$ cat src/rtl/hazard_unit_pkg.sv
// Shared definitions for the pipeline hazard controller: forwarding select
// encodings, controller states and a sizing helper for the flush counter.
package hazard_unit_pkg;

    // EX operand source selects
    localparam logic [1:0] FWD_REG = 2'b00;
    localparam logic [1:0] FWD_WB  = 2'b01;
    localparam logic [1:0] FWD_MEM = 2'b10;

    // Control bits carried by every shadow slot next to its three addresses
    localparam int SLOT_CTRL_W = 3;

    // Branch-flush controller states
    typedef enum logic {
        ST_IDLE  = 1'b0,
        ST_FLUSH = 1'b1
    } state_t;

    // Width needed to hold the largest value the flush counter is loaded with
    function automatic int flush_cnt_width(input int cycles);
        return (cycles > 2) ? $clog2(cycles) : 1;
    endfunction

endpackage

$ cat src/rtl/hazard_unit_slot.sv
// One shadow pipeline slot. The valid flag sits in the MSB so that a clear
// can drop the slot without touching its address and control fields.
module hazard_slot
    import hazard_unit_pkg::*;
#(
    parameter int WIDTH = 5 * 3 + SLOT_CTRL_W
) (
    input  logic             clock,
    input  logic             reset_n,
    input  logic             load,
    input  logic             clear,
    input  logic [WIDTH-1:0] d,
    output logic [WIDTH-1:0] q
);

    // Capture the next slot contents; a clear overrides the loaded valid bit
    always_ff @(posedge clock or negedge reset_n) begin
        if (!reset_n) begin
            q <= '0;
        end else begin
            if (load) begin
                q <= d;
            end
            if (clear) begin
                q[WIDTH-1] <= 1'b0;
            end
        end
    end

endmodule

$ cat src/rtl/hazard_unit.sv
// Hazard controller for the 5-stage RV32 pipeline: tracks the instructions
// in EX, MEM and WB, resolves load-use stalls, taken-branch flushes and
// selects the EX operand forwarding paths.
module hazard_unit
    import hazard_unit_pkg::*;
#(
    parameter int RADDR        = 5,
    parameter int FLUSH_CYCLES = 1
) (
    input  logic             clock,
    input  logic             reset_n,
    input  logic             id_valid,
    input  logic [RADDR-1:0] rs1_id,
    input  logic [RADDR-1:0] rs2_id,
    input  logic [RADDR-1:0] rd_ex,
    input  logic             we_ex,
    input  logic             memtoreg_ex,
    input  logic             pcsrc_ex,
    output logic             stall_if_id,
    output logic             bubble_id_ex,
    output logic             flush_if_id,
    output logic [1:0]       fwd_a,
    output logic [1:0]       fwd_b
);

    typedef struct packed {
        logic             valid;
        logic [RADDR-1:0] rs1;
        logic [RADDR-1:0] rs2;
        logic [RADDR-1:0] rd;
        logic             we;
        logic             memtoreg;
    } slot_t;

    localparam int SLOT_W = $bits(slot_t);
    localparam int CNT_W  = flush_cnt_width(FLUSH_CYCLES);

    slot_t            ex_d, mem_d;
    slot_t            ex_q, mem_q, wb_q;
    state_t           state;
    logic [CNT_W-1:0] flush_cnt;
    logic             branch_taken;
    logic             flushing;
    logic             load_use;

    // The EX slot only knows its sources; rd/we/memtoreg arrive on the *_ex
    // ports and are captured as the instruction moves on to MEM.
    assign ex_d  = '{valid: id_valid, rs1: rs1_id, rs2: rs2_id,
                     rd: '0, we: 1'b0, memtoreg: 1'b0};
    assign mem_d = '{valid: ex_q.valid, rs1: ex_q.rs1, rs2: ex_q.rs2,
                     rd: rd_ex, we: we_ex, memtoreg: memtoreg_ex};

    hazard_slot #(.WIDTH(SLOT_W)) u_ex_slot (
        .clock   (clock),
        .reset_n (reset_n),
        .load    (!stall_if_id),
        .clear   (bubble_id_ex),
        .d       (ex_d),
        .q       (ex_q)
    );

    hazard_slot #(.WIDTH(SLOT_W)) u_mem_slot (
        .clock   (clock),
        .reset_n (reset_n),
        .load    (1'b1),
        .clear   (1'b0),
        .d       (mem_d),
        .q       (mem_q)
    );

    hazard_slot #(.WIDTH(SLOT_W)) u_wb_slot (
        .clock   (clock),
        .reset_n (reset_n),
        .load    (1'b1),
        .clear   (1'b0),
        .d       (mem_q),
        .q       (wb_q)
    );

    // Fields kept for slot uniformity that no hazard check ever looks at
    logic unused_fields;
    assign unused_fields = ^{ex_q.rd, ex_q.we, ex_q.memtoreg, mem_q.rs1,
                             mem_q.rs2, wb_q.rs1, wb_q.rs2, wb_q.memtoreg};

    assign branch_taken = (state == ST_IDLE) && ex_q.valid && pcsrc_ex;
    assign flushing     = branch_taken || (state == ST_FLUSH);

    assign load_use = ex_q.valid && we_ex && memtoreg_ex && (rd_ex != '0)
                      && id_valid && ((rd_ex == rs1_id) || (rd_ex == rs2_id));

    // A flush discards the ID instruction anyway, so it wins over a stall
    assign flush_if_id  = flushing;
    assign bubble_id_ex = flushing || load_use;
    assign stall_if_id  = load_use && !flushing;

    // Track the extra flush cycles after the branch cycle; the FLUSH state
    // is left as the counter runs down to zero
    always_ff @(posedge clock or negedge reset_n) begin
        if (!reset_n) begin
            state     <= ST_IDLE;
            flush_cnt <= '0;
        end else begin
            case (state)
                ST_IDLE: begin
                    if (branch_taken && (FLUSH_CYCLES > 1)) begin
                        state     <= ST_FLUSH;
                        flush_cnt <= CNT_W'(FLUSH_CYCLES - 1);
                    end
                end
                ST_FLUSH: begin
                    if (flush_cnt <= CNT_W'(1)) begin
                        state     <= ST_IDLE;
                        flush_cnt <= '0;
                    end else begin
                        flush_cnt <= flush_cnt - 1'b1;
                    end
                end
                default: begin
                    state     <= ST_IDLE;
                    flush_cnt <= '0;
                end
            endcase
        end
    end

    // MEM is checked last so it overrides WB; loads in MEM have no data yet
    function automatic logic [1:0] fwd_select(input logic [RADDR-1:0] src,
                                              input slot_t mem_s,
                                              input slot_t wb_s);
        logic [1:0] sel;
        sel = FWD_REG;
        if (wb_s.valid && wb_s.we && (wb_s.rd != '0) && (wb_s.rd == src)) begin
            sel = FWD_WB;
        end
        if (mem_s.valid && mem_s.we && !mem_s.memtoreg && (mem_s.rd != '0)
            && (mem_s.rd == src)) begin
            sel = FWD_MEM;
        end
        return sel;
    endfunction

    // Operand forwarding for the instruction sitting in EX
    always_comb begin
        fwd_a = FWD_REG;
        fwd_b = FWD_REG;
        if (ex_q.valid) begin
            fwd_a = fwd_select(ex_q.rs1, mem_q, wb_q);
            fwd_b = fwd_select(ex_q.rs2, mem_q, wb_q);
        end
    end

endmodule

$ cat config.mk
export PLATFORM = sky130hd
export DESIGN_NAME = hazard_unit
export DESIGN_NICKNAME = d
export VERILOG_FILES = /design/src/rtl/hazard_unit_pkg.sv /design/src/rtl/hazard_unit_slot.sv /design/src/rtl/hazard_unit.sv
export SDC_FILE = /design/constraint.sdc
export NUM_CORES = 1
export LEC_CHECK = 0
export CELL_PAD_IN_SITES_DETAIL_PLACEMENT = 0
export CELL_PAD_IN_SITES_GLOBAL_PLACEMENT = 1
export CORE_MARGIN = 2
export CORE_UTILIZATION = 39
export CTS_BUF_LIST = sky130_fd_sc_hd__clkbuf_16
export CTS_CLUSTER_DIAMETER = 150
export DETAILED_ROUTE_END_ITERATION = 12
export GPL_TIMING_DRIVEN = 0
export PLACE_DENSITY = 0.75
export SLEW_MARGIN = 20
export SYNTH_ARGS = -nofsm -noshare
export SYNTH_HDL_FRONTEND = slang
export SYNTH_SLANG_ARGS = --single-unit
$ cat constraint.sdc
create_clock -name clock -period 1.68 [get_ports clock]
set_input_delay 0.168 -clock clock [delete_from_list [all_inputs] [get_ports clock]]
set_output_delay 0.168 -clock clock [all_outputs]
set_load 0.005 [all_outputs]
**Yosys cells after proc, flatten, opt, wreduce, memory -nomap -nowiden**

Cells that the tools add are included.

- Multiply operators: 0
- Reduce and logical (&&, ||, !) cells: 25
- Magnitude comparators: 1
- Div/mod/pow operators: 0
- $add $sub $neg: 1
- Bitwise logic cells: 1
- Equality and inequality tests: 7
- Muxes and demuxes: 11
- Shifts and indexed selects: 0

Operator list:

| kind | count |
|---|---|
| == test 5 bit | 6 |
| two-way mux 18 bit | 1 |
| logical AND 1 bit | 17 |
| nonzero test 5 bit | 3 |
| two-way mux 2 bit | 4 |
| two-way mux 1 bit | 6 |
| logical OR 1 bit | 3 |
| zero test 1 bit | 2 |
| != test 2 x 1 -> 1 bit (second input constant) | 1 |
| <= comparator 1 bit (second input constant) | 1 |
| inverter 1 bit | 1 |
| subtractor 1 bit (second input constant) | 1 |

- Bits in latches: 0
- Output and inout bits: 7
- Memory bits (writable): 0
- Memories: 0
- Bits of input ports: 21
- ROM bits: 0
- Word-level logic and storage cells: 52
- Bits in registers: 49

**Depth between registers and ports, before layout**

- Depth after elaboration: 8
- Mapped depth: 5
- Gate-level depth less buffers: 5

**Cells and area by module**

A second synthesis with hierarchy kept.

- Cell total of the unflattened synthesis: 177
- Area total of the unflattened synthesis: 2622.5 um^2

By module, submodules not included:

| module | cells each | instances | area an instance (um^2) |
|---|---|---|---|
| hazard_slot | 39 | 3 | 720.7 |
| hazard_unit | 60 | 1 | 460.4 |

**Worst setup path before layout**

Ideal clock, no wire load.

- Path kind: register to output
- Start: register u_mem_slot.q[3]
- End: output fwd_a[0]
- Path slack: 0.008 ns
- Data arrival time: 1.504 ns
- Cell stages (with the launch flop): 5
- Cells stage by stage: dfrtp_1 > or4_1 > o21ai_0 > nor4_1 > nor4_1

- Longest elaborated chain between the ends: 5
- Elaborated cells on any way between the ends: 6
- Classes of those cells: eq/ne (1); mux (2); reduce/logical (3)

RTL lines:

| item | RTL line | source |
|---|---|---|
| start, declared | hazard_unit_slot.sv:13 | `output logic [WIDTH-1:0] q` |
| start signal, assigned | hazard_unit_slot.sv:19 | `q <= '0;` |
| start signal, assigned | hazard_unit_slot.sv:22 | `q <= d;` |
| start signal, assigned by index | hazard_unit_slot.sv:25 | `q[WIDTH-1] <= 1'b0;` |
| nonzero test 5 bit | hazard_unit.sv:135 | `if (mem_s.valid && mem_s.we && !mem_s.memtoreg && (mem_s.rd != '0)` |
| logical AND 1 bit | hazard_unit.sv:135 |  |
| logical AND 1 bit * | hazard_unit.sv:136 | `&& (mem_s.rd == src)) begin` |
| two-way mux 2 bit * | hazard_unit.sv:135 |  |
| two-way mux 2 bit * | hazard_unit.sv:146 | `if (ex_q.valid) begin` |
| end, declared | hazard_unit.sv:22 | `output logic [1:0] fwd_a,` |

Mark *: on every way between the ends. The rest lies on a longest branch, timed or not.

**Worst setup path in the final report**

- Start: register u_wb_slot.q[4]
- End: output fwd_a[0]

- Longest elaborated chain between the ends: 6
- Elaborated cells on any way between the ends: 7
- Classes of those cells: eq/ne (1); mux (3); reduce/logical (3)

RTL lines:

| item | RTL line | source |
|---|---|---|
| start, declared | hazard_unit_slot.sv:13 |  |
| start signal, assigned | hazard_unit_slot.sv:19 |  |
| start signal, assigned | hazard_unit_slot.sv:22 |  |
| start signal, assigned by index | hazard_unit_slot.sv:25 |  |
| nonzero test 5 bit | hazard_unit.sv:132 | `if (wb_s.valid && wb_s.we && (wb_s.rd != '0) && (wb_s.rd == src)) begin` |
| logical AND 1 bit | hazard_unit.sv:132 |  |
| logical AND 1 bit * | hazard_unit.sv:132 |  |
| two-way mux 1 bit * | hazard_unit.sv:132 |  |
| two-way mux 2 bit * | hazard_unit.sv:135 |  |
| two-way mux 2 bit * | hazard_unit.sv:146 |  |

Marks and branches as above.

==> run summary <==
• CTS Buffer Depth: 2
• num rows: 20
• Cell Area, Synth: 1230 um2
• Antenna diodes: 0
• die area: 3619 um2
• TritonCTS clock tree: built
• P&R area growth vs syn: 52.80%
• drt via density: 4.895
• max-slew violations: 0
• Clock Pin Slew Worst Setup and Hold Paths: 60 ps
• DRC violation total after the first TritonRoute iteration: 12
• post-synth top area cell: sky130_fd_sc_hd__dfrtp_1
• kind of launch point of the worst setup path: flop
• data arrival at the endpoint of the critical path: 1790 ps
• commonest cells after routing, fill and taps aside: sky130_fd_sc_hd__dfrtp_1 (25), sky130_fd_sc_hd__xor2_1 (24), sky130_fd_sc_hd__buf_4 (12)
• post-synthesis net count: 118
• required time at the endpoint of the critical path: 1510 ps
• height of the die: 60.16 um
• core area: 3028 um2
• pin count of the biggest net entering global routing: 27
• initial standard-cell utilization of the core: 0.4062
• Critical Path Sink Type: primary output
• worst min-delay path class: input port to flop
• wire length reported by the detailed router: 2.791 mm
• sum of internal, switching and leakage power: 1.422 mW
• sequential element share of the synthesized area: 0.5290
• worst-path maximum fanout: 2
• Final WS setup: -279.9 ps
• gr usage total: 0.1662
• GRT overflow: 0
• Final Hold Fails: 0
• layout cells sized above 1: 0.3973
• Final Skew: 1.645 ps
• Post-Place Cells: 168
• Chip Width: 60.16 um
• critical path startpoint: u_wb_slot.q[4]
• source-to-sink clock delay at the later pin of the worst-skew pair: 250 ps
• setup violation total in the final timing report: 10
• violated checks: negative setup slack
• most common cell after layout, fill and taps aside: sky130_fd_sc_hd__dfrtp_1
• Ports: 28
• Tcrit/Tclk final: 1.167
• Routed WL per cell: 14.69 um
• dominant cells by area after synthesis: sky130_fd_sc_hd__dfrtp_1 (53%), sky130_fd_sc_hd__xor2_1 (17%), sky130_fd_sc_hd__mux2_2 (9.2%)
• number of routed nets with antenna violations: 0
• Max Clock Freq: 510.2 MHz
• Worst slew margin: 0.6227
• top cell type's share of synthesized area: 0.5290
• Max-cap violations: 0
• power per cell area: 756.5 nW/um2
• overall via count from detail_route: 930
• DRC Markers: 0
• filler-free cell count of the finished design: 190
• vias in the first global route: 930
• CTS buffer count: 3
• Filler Cells Inserted: 250
• number of instances in the synthesized netlist: 97
• number of warnings printed during yosys synthesis: 0
• nets@finish: 168
• mean instance size in the synthesized netlist: 12.68 um2
• internal reg-to-reg setup slack: -50 ps
• critical path class: flop to primary output
• Unique masters post-synth: 21
• RD Place Congestion: 0.7862
• clock tree root driver cell: sky130_fd_sc_hd__clkbuf_16
• final standard cell area without fillers: 1879 um2
• Clock Sink Count: 26
• H-tree levels: 1
• area after detailed placement: 1555 um2
• R2R Path Start: u_ex_slot.q[17]
• number of buffer cells added on primary ports: 27
• DRT Pass-1 Iters: 2
• status: complete, but fails checks
• Worst-Margin Slew: 566.0 ps
• number of antenna violations at the first check in global routing: 0
• RSZ-0062 raised after global routing: true
• first-pass GRT wire length: 4.229 mm
• Period minus WS final: 1960 ps
• register bit total from synthesis: 26
• static leakage power: 0.8470 nW
• estimated wirelength of the detail-placed design: 1.970 mm
• Max IR drop VDD: 374.5 uV
• launch point of the worst hold path: rd_ex[1]
## power by group
group | internal [mW] | switching, mW
clock | 0.318 | 0.190
sequential | 0.660 | 0.0362
combinational | 0.121 | 0.0968
## worst paths after layout
| kind | endpoint | cells past startpoint |
|---|---|---|
| max | fwd_a[0] | 5 |
| min | u_mem_slot.q[3] | 1 |
| max reg2reg | u_ex_slot.q[12] | 7 |
| min reg2reg | u_wb_slot.q[1] | 0 |
| max in group asynchronous | u_mem_slot.q[5] | 2 |
| min in group asynchronous | u_ex_slot.q[16] | 2 |
## registers in the layout, summed over array words and instances (netlist names)
| signal | cells |
|---|---|
| u_ex_slot.q | 11 |
| u_mem_slot.q | 8 |
| u_wb_slot.q | 7 |
## repair_timing
item                                   4_1_cts  5_1_grt
hold buffers                                 0        1
setup buffers                               11        5
endpoints found under the hold margin        0       26
setup endpoints to repair                   16       15
pin swaps                                   18        8
cloned                                       0        1
gates resized for setup                     57       22
## synth_stat cells
library cell and number:
sky130_fd_sc_hd__and4_1 1, sky130_fd_sc_hd__and3_1 1, sky130_fd_sc_hd__dfrtp_1 26, sky130_fd_sc_hd__o2111ai_1 1, sky130_fd_sc_hd__mux2_2 10, sky130_fd_sc_hd__inv_1 1, sky130_fd_sc_hd__o21ai_2 1, sky130_fd_sc_hd__or4_1 5
sky130_fd_sc_hd__nor2_1 3, sky130_fd_sc_hd__nand2_1 3, sky130_fd_sc_hd__xnor2_1 6, sky130_fd_sc_hd__nand3_1 2, sky130_fd_sc_hd__and2_1 2, sky130_fd_sc_hd__nor4_1 4, sky130_fd_sc_hd__a22oi_2 1, sky130_fd_sc_hd__or2_2 1
sky130_fd_sc_hd__xor2_1 24, sky130_fd_sc_hd__nor3_4 1, sky130_fd_sc_hd__nor3_1 2, sky130_fd_sc_hd__o21ai_0 1, sky130_fd_sc_hd__nor3_2 1
## cells by family after synthesis
kind of cell | Yosys count | share of synthesized area
AO/OA/AOI/OAI | 4 | 0.02848
multiplexers | 10 | 0.09156
buffers and inverters | 1 | 0.003049
flip-flops | 26 | 0.5290
AND/OR/NAND/NOR | 26 | 0.1343
XOR/XNOR | 30 | 0.2136
## through the flow
| stage | hold slack [ps] | TNS (ps) | utilization | setup slack, ps |
|---|---|---|---|---|
| after floorplan | -127.6 | 0 | - | 7.966 |
| after global placement | 356.1 | -8212 | 0.5136 | -587.5 |
| after detailed placement | 359.9 | -8699 | 0.5136 | -603.8 |
| after CTS | 84.30 | -1161 | 0.5773 | -330.6 |
| after global routing | 83.41 | -2173 | 0.6207 | -352.4 |
| final | 86.83 | -1201 | 0.6207 | -279.9 |
## per-layer routing
metal,GRT usage,vias up,part of all wire
met1,0.2110,470,0.42
met3,0.01948,4,0.027
met4,0.07619,0,0.011
li1,-,438,-
met5,0,-,0
met2,0.2811,18,0.54
## critical path, stage by stage (launching register included)
cell	delay, ps
sky130_fd_sc_hd__dfrtp_1	390
sky130_fd_sc_hd__buf_6	120
sky130_fd_sc_hd__xor2_1	140
sky130_fd_sc_hd__or4_1	520
sky130_fd_sc_hd__nor4_1	210
sky130_fd_sc_hd__buf_2	150
## area by class of cell
type | count | area (um2) | share of cell area
timing repair buffer | 45 | 395.4 | 0.2104
multi-input combinational | 70 | 694.4 | 0.3695
clock inverter | 1 | 3.754 | 0.001997
clock buffer | 3 | 75.07 | 0.03995
inverter | 1 | 3.754 | 0.001997
sequential | 26 | 651.9 | 0.3469
tap | 44 | 55.05 | 0.02929
(Power assumes the default switching activity.)
